<file path="src/rtl/cpu_bus_pkg.sv">
// Shared types for the CPU bus arbiter slice.
// FSM state encoding, port indices and bus direction encoding.
package cpu_bus_pkg;

  typedef enum logic [1:0] {
    ST_IDLE    = 2'd0,
    ST_BUSY    = 2'd1,
    ST_RELEASE = 2'd2
  } state_e;

  localparam logic PORT_I    = 1'b0;
  localparam logic PORT_D    = 1'b1;

  localparam logic BUS_READ  = 1'b0;
  localparam logic BUS_WRITE = 1'b1;

endpackage

</file>
<file path="src/rtl/cpu_bus_watchdog.sv">
// Bus-wait watchdog: counts enabled cycles, flags the one reaching TIMEOUT.
// Ports: i_clock, i_reset (sync, low), i_clear, i_enable -> o_expired.
module cpu_bus_watchdog #(
  parameter int TIMEOUT       = 255,
  parameter int TIMEOUT_WIDTH = 8
) (
  input  logic i_clock,
  input  logic i_reset,
  input  logic i_clear,
  input  logic i_enable,
  output logic o_expired
);

  localparam bit ARMED = (TIMEOUT != 0);
  localparam int LAST_I = ARMED ? TIMEOUT - 1 : 0;
  localparam logic [TIMEOUT_WIDTH-1:0] LAST =
    TIMEOUT_WIDTH'(LAST_I);
  localparam logic [TIMEOUT_WIDTH-1:0] ONE =
    TIMEOUT_WIDTH'(1);

  logic [TIMEOUT_WIDTH-1:0] count_q;
  logic [TIMEOUT_WIDTH-1:0] count_d;

  // Expiry fires in the cycle whose increment would reach
  // TIMEOUT, so the abort lands after exactly TIMEOUT waits.
  assign o_expired = ARMED && i_enable && (count_q == LAST);

  always_comb begin
    count_d = count_q;
    if (i_clear) begin
      count_d = '0;
    end else if (i_enable && !o_expired) begin
      count_d = count_q + ONE;
    end
  end

  always_ff @(posedge i_clock) begin
    if (!i_reset) begin
      count_q <= '0;
    end else begin
      count_q <= count_d;
    end
  end

endmodule

</file>
<file path="src/rtl/cpu_bus_arbiter.sv">
// Shares one CPU memory bus between fetch (I, read) and data (D, r/w).
// Ports: i_clock, i_reset, fetch/data request sides, o_bus_*/i_bus_*, o_error.
module cpu_bus_arbiter
  import cpu_bus_pkg::*;
#(
  parameter int DATA_PRIORITY = 1,
  parameter int TIMEOUT       = 255,
  parameter int TIMEOUT_WIDTH = 8
) (
  input  logic        i_clock,
  input  logic        i_reset,
  input  logic        i_fetch_request,
  input  logic [31:0] i_fetch_address,
  output logic [31:0] o_fetch_rdata,
  output logic        o_fetch_ready,
  input  logic        i_data_request,
  input  logic        i_data_rw,
  input  logic [31:0] i_data_address,
  input  logic [31:0] i_data_wdata,
  output logic [31:0] o_data_rdata,
  output logic        o_data_ready,
  output logic        o_bus_request,
  output logic        o_bus_rw,
  output logic [31:0] o_bus_address,
  output logic [31:0] o_bus_wdata,
  input  logic [31:0] i_bus_rdata,
  input  logic        i_bus_ready,
  output logic        o_error
);

  localparam bit D_FIRST = (DATA_PRIORITY != 0);

  state_e      state_q, state_d;
  logic        winner_q, winner_d;
  logic        rr_q, rr_d;
  logic        bus_req_q, bus_req_d;
  logic        bus_rw_q, bus_rw_d;
  logic [31:0] bus_addr_q, bus_addr_d;
  logic [31:0] bus_wdata_q, bus_wdata_d;
  logic [31:0] f_rdata_q, f_rdata_d;
  logic        f_ready_q, f_ready_d;
  logic [31:0] d_rdata_q, d_rdata_d;
  logic        d_ready_q, d_ready_d;
  logic        error_q, error_d;

  logic        pick;
  logic        win_req;
  logic        wd_en;
  logic        wd_clr;
  logic        wd_exp;
  logic [31:0] rd_val;

  assign wd_en  = (state_q == ST_BUSY) && !i_bus_ready;
  assign wd_clr = (state_q != ST_BUSY);

  cpu_bus_watchdog #(
    .TIMEOUT       (TIMEOUT),
    .TIMEOUT_WIDTH (TIMEOUT_WIDTH)
  ) u_watchdog (
    .i_clock   (i_clock),
    .i_reset   (i_reset),
    .i_clear   (wd_clr),
    .i_enable  (wd_en),
    .o_expired (wd_exp)
  );

  // rr_q names the port that wins the next tie; it flips
  // away from each winner so the last winner loses.
  always_comb begin
    pick = PORT_I;
    unique case (1'b1)
      (i_data_request && !i_fetch_request): pick = PORT_D;
      (i_fetch_request && !i_data_request): pick = PORT_I;
      default: pick = D_FIRST ? PORT_D : rr_q;
    endcase
  end

  assign win_req = (winner_q == PORT_D) ? i_data_request
                                        : i_fetch_request;

  // Writes and aborts return zero read data.
  assign rd_val = (i_bus_ready && bus_rw_q == BUS_READ)
                ? i_bus_rdata : 32'h0;

  always_comb begin
    state_d     = state_q;
    winner_d    = winner_q;
    rr_d        = rr_q;
    bus_req_d   = bus_req_q;
    bus_rw_d    = bus_rw_q;
    bus_addr_d  = bus_addr_q;
    bus_wdata_d = bus_wdata_q;
    f_rdata_d   = f_rdata_q;
    d_rdata_d   = d_rdata_q;
    f_ready_d   = 1'b0;
    d_ready_d   = 1'b0;
    error_d     = 1'b0;
    unique case (state_q)
      ST_IDLE: begin
        if (i_fetch_request || i_data_request) begin
          winner_d  = pick;
          rr_d      = ~pick;
          bus_req_d = 1'b1;
          state_d   = ST_BUSY;
          if (pick == PORT_D) begin
            bus_rw_d    = i_data_rw;
            bus_addr_d  = i_data_address;
            bus_wdata_d = i_data_wdata;
          end else begin
            bus_rw_d    = BUS_READ;
            bus_addr_d  = i_fetch_address;
            bus_wdata_d = 32'h0;
          end
        end
      end
      ST_BUSY: begin
        if (i_bus_ready || wd_exp) begin
          bus_req_d = 1'b0;
          error_d   = !i_bus_ready;
          state_d   = ST_RELEASE;
          if (winner_q == PORT_D) begin
            d_ready_d = 1'b1;
            d_rdata_d = rd_val;
          end else begin
            f_ready_d = 1'b1;
            f_rdata_d = rd_val;
          end
        end
      end
      ST_RELEASE: begin
        if (!win_req) begin
          state_d = ST_IDLE;
        end
      end
      default: state_d = ST_IDLE;
    endcase
  end

  always_ff @(posedge i_clock) begin
    if (!i_reset) begin
      state_q     <= ST_IDLE;
      winner_q    <= PORT_I;
      rr_q        <= PORT_I;
      bus_req_q   <= 1'b0;
      bus_rw_q    <= BUS_READ;
      bus_addr_q  <= 32'h0;
      bus_wdata_q <= 32'h0;
      f_rdata_q   <= 32'h0;
      f_ready_q   <= 1'b0;
      d_rdata_q   <= 32'h0;
      d_ready_q   <= 1'b0;
      error_q     <= 1'b0;
    end else begin
      state_q     <= state_d;
      winner_q    <= winner_d;
      rr_q        <= rr_d;
      bus_req_q   <= bus_req_d;
      bus_rw_q    <= bus_rw_d;
      bus_addr_q  <= bus_addr_d;
      bus_wdata_q <= bus_wdata_d;
      f_rdata_q   <= f_rdata_d;
      f_ready_q   <= f_ready_d;
      d_rdata_q   <= d_rdata_d;
      d_ready_q   <= d_ready_d;
      error_q     <= error_d;
    end
  end

  assign o_fetch_rdata = f_rdata_q;
  assign o_fetch_ready = f_ready_q;
  assign o_data_rdata  = d_rdata_q;
  assign o_data_ready  = d_ready_q;
  assign o_bus_request = bus_req_q;
  assign o_bus_rw      = bus_rw_q;
  assign o_bus_address = bus_addr_q;
  assign o_bus_wdata   = bus_wdata_q;
  assign o_error       = error_q;

endmodule

</file>
<file path="config.mk">
export PLATFORM = sky130hd
export DESIGN_NAME = cpu_bus_arbiter
export DESIGN_NICKNAME = d
export VERILOG_FILES = /design/src/rtl/cpu_bus_pkg.sv /design/src/rtl/cpu_bus_watchdog.sv /design/src/rtl/cpu_bus_arbiter.sv
export SDC_FILE = /design/constraint.sdc
export NUM_CORES = 1
export LEC_CHECK = 0
export ABC_AREA = 1
export CAP_MARGIN = 10
export CORE_AREA = 3 3 125 127
export CTS_CLUSTER_DIAMETER = 200
export DETAILED_ROUTE_END_ITERATION = 8
export DIE_AREA = 0 0 128 130
export PLACE_DENSITY = 0.8
export SYNTH_ARGS = -nofsm -noshare
export SYNTH_HDL_FRONTEND = slang
export SYNTH_SLANG_ARGS = --single-unit
</file>
<file path="constraint.sdc">
create_clock -name i_clock -period 1.7 [get_ports i_clock]
set_clock_uncertainty 0.1 [all_clocks]
set_input_delay 0.255 -clock i_clock [delete_from_list [all_inputs] [get_ports i_clock]]
set_output_delay 0.255 -clock i_clock [all_outputs]
set_load 0.1 [all_outputs]
</file>
* Word-level counts from Yosys, hierarchy flattened
Index checks and enable logic that the tools add are counted.
Cells by class: add/subtract/negate cells 1, equality and inequality tests 7, mux-type cells 15, bitwise gates (word level) 3, reductions and logical operators 19
Operators by type and width (count):
- 2-to-1 mux 32 bit | 3
- AND reduction 3 bit | 5
- adder 8 x 1 -> 8 bit (second input constant) | 1
- equality test 8 bit (second input constant) | 1
- 2-to-1 mux 1 bit | 7
- 2-to-1 mux 2 bit | 3
- case mux 2 bit (3 select lines) | 1
- logical AND 1 bit | 5
- != test 2 x 1 -> 1 bit (second input constant) | 2
- != test 2 bit (second input constant) | 2
- zero test 1 bit | 3
- inverter 1 bit | 3
- equality test 2 x 1 -> 1 bit (second input constant) | 1
- equality test 2 bit (second input constant) | 1
- zero test 2 bit | 1
- logical OR 1 bit | 2
- case mux 1 bit (2 select lines) | 1
- AND reduction 2 bit | 1
- nonzero test 2 bit | 1
- OR reduction 2 bit | 1
Storage, ports and cells: flip-flop bits (word level) 144, input bits 134, output and inout port bits 133, logic and storage cells 57

* Longest topological paths before layout
Gate-level depths: netlist (run 1).
depth in word-level cells 6, gate-level depth with buffers 11, gate-level depth less buffers 10

* By module
A second synthesis (run 1) with hierarchy kept.
Second synthesis, totals: cells, all modules 949, area total of the unflattened synthesis 6342.3 um^2
Modules (own cells, without submodules):
- cpu_bus_arbiter | instances 1, cells each 878, area each 5859.4 um^2, sequential area each 2722.6 um^2
- cpu_bus_watchdog | instances 1, cells each 71, area each 483.0 um^2, sequential area each 160.2 um^2

* Least setup slack after synthesis (run 1)
OpenSTA, ideal clock, no wires.
path kind register to register, start reg bus_rw_q (netlist: o_bus_rw), end reg f_rdata_q[10] (netlist: o_fetch_rdata[10]), library setup time 0.119 ns, arrival 1.587 ns, required time 1.481 ns, path slack -0.106 ns, cell stages (with the launch flop) 7, buffers on the path 1, period minus slack after synthesis 1.806 ns, path through dfxtp_1 nor2_1 clkbuf_1 nand2_1 nand3_1 nand2_1 nor2_1
On the way: word-level cells in the longest chain between the ends 3
Ends and longest elaborated chain:
- start: declaration | line cpu_bus_arbiter.sv:37 | logic bus_rw_q, bus_rw_d;
- start signal: assignment | line cpu_bus_arbiter.sv:158 | bus_rw_q <= bus_rw_d;
- inverter 1 bit | line cpu_bus_arbiter.sv:82 | assign rd_val = (i_bus_ready && bus_rw_q == BUS_READ)
- logical AND 1 bit | line cpu_bus_arbiter.sv:82
- 2-to-1 mux 32 bit | line cpu_bus_arbiter.sv:83 | ? i_bus_rdata : 32'h0;
- end signal: assignment | line cpu_bus_arbiter.sv:161 | f_rdata_q <= f_rdata_d;
- end: declaration | line cpu_bus_arbiter.sv:40 | logic [31:0] f_rdata_q, f_rdata_d;
No other way between the ends. A chain may end at the register's enable or synchronous reset.

* Worst setup path after layout (run 1)
start reg u_watchdog.count_q[1], end reg f_rdata_q[19] (netlist: o_fetch_rdata[19])
On the way: word-level cells in the longest chain between the ends 4
Ends and longest elaborated chain:
- start: declaration | line cpu_bus_watchdog.sv:21 | logic [TIMEOUT_WIDTH-1:0] count_q;
- start signal: assignment | line cpu_bus_watchdog.sv:41 | count_q <= count_d;
- equality test 8 bit | line cpu_bus_watchdog.sv:26 | assign o_expired = ARMED && i_enable && (count_q == LAST);
- logical AND 1 bit | line cpu_bus_watchdog.sv:26
- logical OR 1 bit | line cpu_bus_arbiter.sv:117 | if (i_bus_ready || wd_exp) begin
- AND reduction 3 bit (no source line)
No other way between the ends.

==> impl_metrics.csv, run 1 <==
group,metric,value,unit
critical_path,r2r_setup_slack,-0.02,ns
sta,tns,-0.0229,ns
critical_path,rr_startpoint,"u_watchdog.count_q[1]$_SDFFE_PP0P_",
detailed_routing,drcViolationCount,0,
detailed_routing,wl,21000,µm
min_path,hold_path_depth,3,
die,pin_count,267,
clock_network,cts_tree,"done",
logic_synthesis,ys_seq_elements,144,
clock_network,clockBufferDepth,2,
die,coreArea,0.0145,mm²
run_status,violations,"setup timing",
clock_network,clock_latency,0.41,ns
global_route,grt_pass1_wl,31200,µm
die,die_y,130,µm
flow_run,cap_viol_max_count,0,
logic_synthesis,synth_nets,999,
logic_synthesis,synth-simple-area-share,26.8,%
detailed_routing,dr_total_vias,6696,
clock_network,root_buffer,"clkbuf_16",
critical_path,path_class,"reg -> reg",
finish,area_growth,83.8,%
placed_design,hpwl,14600,µm
clock_network,cts_inserted_buffers,17,
sta,setup_ws,-0.0229,ns
finish,layout_commonest_cell,"nand2_1",
clock_network,htree_levels,4,
detailed_routing,drtIter0Drc,418,
clock_network,holdBufCountCts,0,
logic_synthesis,synth_top_family_by_area,"simple AND/OR/NAND/NOR gates",
global_route,grt_pass1_vias,6462,
sta,worst_hold_slack,0.0827,ns
critical_path,ff2ff_path_depth,10,
pwr,p_per_area,1080,mW/mm²
die,die_area,0.0166,mm²
sta,final_max_slew_viol_count,0,
detailed_routing,final_antenna_net_count,0,
sta,timing.fmax,580,MHz
sta,period_share,101,%
min_path,hold_end,"o_bus_address[5]$_SDFFE_PN0P_",
sta,hold_viol_final,0,
clock_network,cts_sinks,144,
logic_synthesis,synthAdderAreaFrac,0.410,%
placed_design,portBuffers,266,
run_status,status,"finished with violations",
detailed_routing,avgViaCountPerCell,5.05,
logic_synthesis,postSynthCellCount,863,
logic_synthesis,synth-compound-area-share,16.2,%
die,die_w,128,µm
logic_synthesis,netlist_area,0.00610,mm²
min_path,min_from,"i_reset",
clock_network,clkSlewWorstSetupHoldPaths,0.06,ns
logic_synthesis,yosys_warnings,0,
sta,period_minus_slack,1.72,ns
critical_path,cp_max_fo,8,
finish,final_area,0.0112,mm²
placed_design,dp_worst_setup_slack,-0.238,ns
sta,finalSetupViolations,1,
min_path,min_path_type,"in -> reg",
global_route,gr-usage-all-layers,23.4,%
sta,worstMarginPinSlew,0.376,ns
logic_synthesis,avgSynthCellArea,7.07,µm²
placed_design,place_area,0.0104,mm²
critical_path,critPathCaptureType,"register",
placed_design,gp_congestion,0.797,
pwr,p_leak,0.00477,µW
die,start_util,42.0,%
detailed_routing,first_pass_iters,5,
detailed_routing,wire_per_inst,15.8,µm
global_route,overflow,0,
logic_synthesis,synth_seq_area_share,47.3,%
logic_synthesis,ys_types,29,
critical_path,reg2reg_to,"o_fetch_rdata[19]$_SDFFE_PN0P_",
global_route,antenna_found_initial,0,
pwr,power.total,12100,µW
critical_path,start_kind,"register",
sta,max-slew-margin-rel,75.0,%
sta,rsz0062_at_grt,"yes",
pwr,ir_drop,0.734,mV
finish,n_antenna_cell,0,
global_route,grt_max_degree,60,
logic_synthesis,synthXorXnorAreaFrac,0.287,%
die,floorplan.rows,44,
finish,layout_common_cells,"nand2_1 (244), buf_12 (145), dfxtp_1 (140)",
logic_synthesis,synthMuxAreaShare,0,%
finish,nets,1265,
finish,drive_gt1_share,21.6,%
critical_path,critPathRequiredTime,1.91,ns
critical_path,worstPathArrival,1.93,ns
[timing repair]
item,CTS,global route
gates cloned,0,4
pin swaps,0,5
buffers inserted,0,3
endpoints found under the setup margin,21,55
gates resized for setup,2,23
[routing by layer]
| metal | GRT usage (%) | routed length, µm | part of all wire [%] | vias to the layer above |
|---|---|---|---|---|
| li1 | - | - | - | 3273 |
| met1 | 25.7 | 7760 | 37 | 3088 |
| met2 | 40.0 | 10500 | 50 | 289 |
| met3 | 9.54 | 2000 | 9.5 | 46 |
| met4 | 10.3 | 705 | 3.4 | 0 |
| met5 | 0 | 0 | 0 | - |
[area by class of cell]
type,instances,area [µm²]
Multi-Input combinational cell,598,2750
Clock inverter,15,161
Tap cell,184,230
Sequential cell,144,2890
Timing Repair Buffer,306,4520
Inverter,62,233
Fill cell,936,3320
Clock buffer,17,425
[report_power, final]
group | total (µW) | internal [µW] | switching, µW
clock | 3720 | 2180 | 1540
combinational | 4400 | 1630 | 2770
sequential | 3940 | 3650 | 290
[through the flow]
step                utilization, %  std cells
global route                  77.1       1326
CTS                           75.6       1319
floorplan                        -        863
detailed placement            71.5       1287
global placement              71.5       1287
finish                        77.1       1326
[registers in the layout, summed over array words and instances (netlist names)]
signal / cells
o_bus_address: 32
o_bus_request: 1
o_bus_rw: 1
o_bus_wdata: 32
o_data_rdata: 32
o_data_ready: 1
o_error: 1
o_fetch_rdata: 32
o_fetch_ready: 1
state_q: 2
u_watchdog.count_q: 8
winner_q: 1
[cell families (layout without fill, tap and decap cells)]
group	after synthesis	count (layout)
flops	144	144
simple gates	408	408
buf+inv	121	400
compound gates	186	186
xor+xnor	2	2
fa+ha+maj	2	2
[worst max-delay path: stages, from the launching register on]
cell       delay, ns
dfxtp_1         0.38
ha_4            0.15
nand2_2         0.06
nor2_4          0.14
nand3_4         0.11
nand2_8         0.15
buf_12          0.11
clkbuf_16       0.13
nand3_1         0.10
nand2_1         0.13
nor2_1          0.06
[worst max-delay path by stage]
stage / cells past startpoint / start / end / slack, ns
CTS: 10 / u_watchdog.count_q[0]$_SDFFE_PP0P_ / o_fetch_rdata[22]$_SDFFE_PN0P_ / 0.008
floorplan: 11 / u_watchdog.count_q[0]$_SDFFE_PP0P_ / o_fetch_rdata[10]$_SDFFE_PN0P_ / 0.18
finish: 10 / u_watchdog.count_q[1]$_SDFFE_PP0P_ / o_fetch_rdata[19]$_SDFFE_PN0P_ / -0.02
detailed placement: 6 / i_fetch_request / o_bus_address[2]$_SDFFE_PN0P_ / -0.24
global route: 10 / u_watchdog.count_q[1]$_SDFFE_PP0P_ / o_fetch_rdata[19]$_SDFFE_PN0P_ / -0.1
global placement: 6 / i_fetch_request / o_bus_address[13]$_SDFFE_PN0P_ / -0.13
[synth_stat cells (all sizes together)]
cell type | n | share of area, %
nand3b | 1 | 0.12
nand2 | 252 | 16
nor2 | 107 | 6.9
nand4 | 1 | 0.10
buf | 35 | 3.8
dfxtp | 144 | 47
nand3 | 45 | 3.8
a31oi | 1 | 0.10
ha | 2 | 0.41
a21oi | 147 | 13
xor2 | 2 | 0.29
nor3b | 1 | 0.12
nor3 | 1 | 0.082
clkbuf | 24 | 1.5
o21ai | 36 | 3.1
inv | 62 | 3.8
a211oi | 1 | 0.12
o21bai | 1 | 0.12
Power figures use the tool's default switching activity.
==> run 2, diff against run 1 <==
--- a/config.mk
+++ b/config.mk
@@ -15,3 +15,4 @@
 export SYNTH_ARGS = -nofsm -noshare
 export SYNTH_HDL_FRONTEND = slang
 export SYNTH_SLANG_ARGS = --single-unit
+export TNS_END_PERCENT = 50
==> results of run 2 <==
The final DEF is identical to that of run 1; final timing and power are the same.
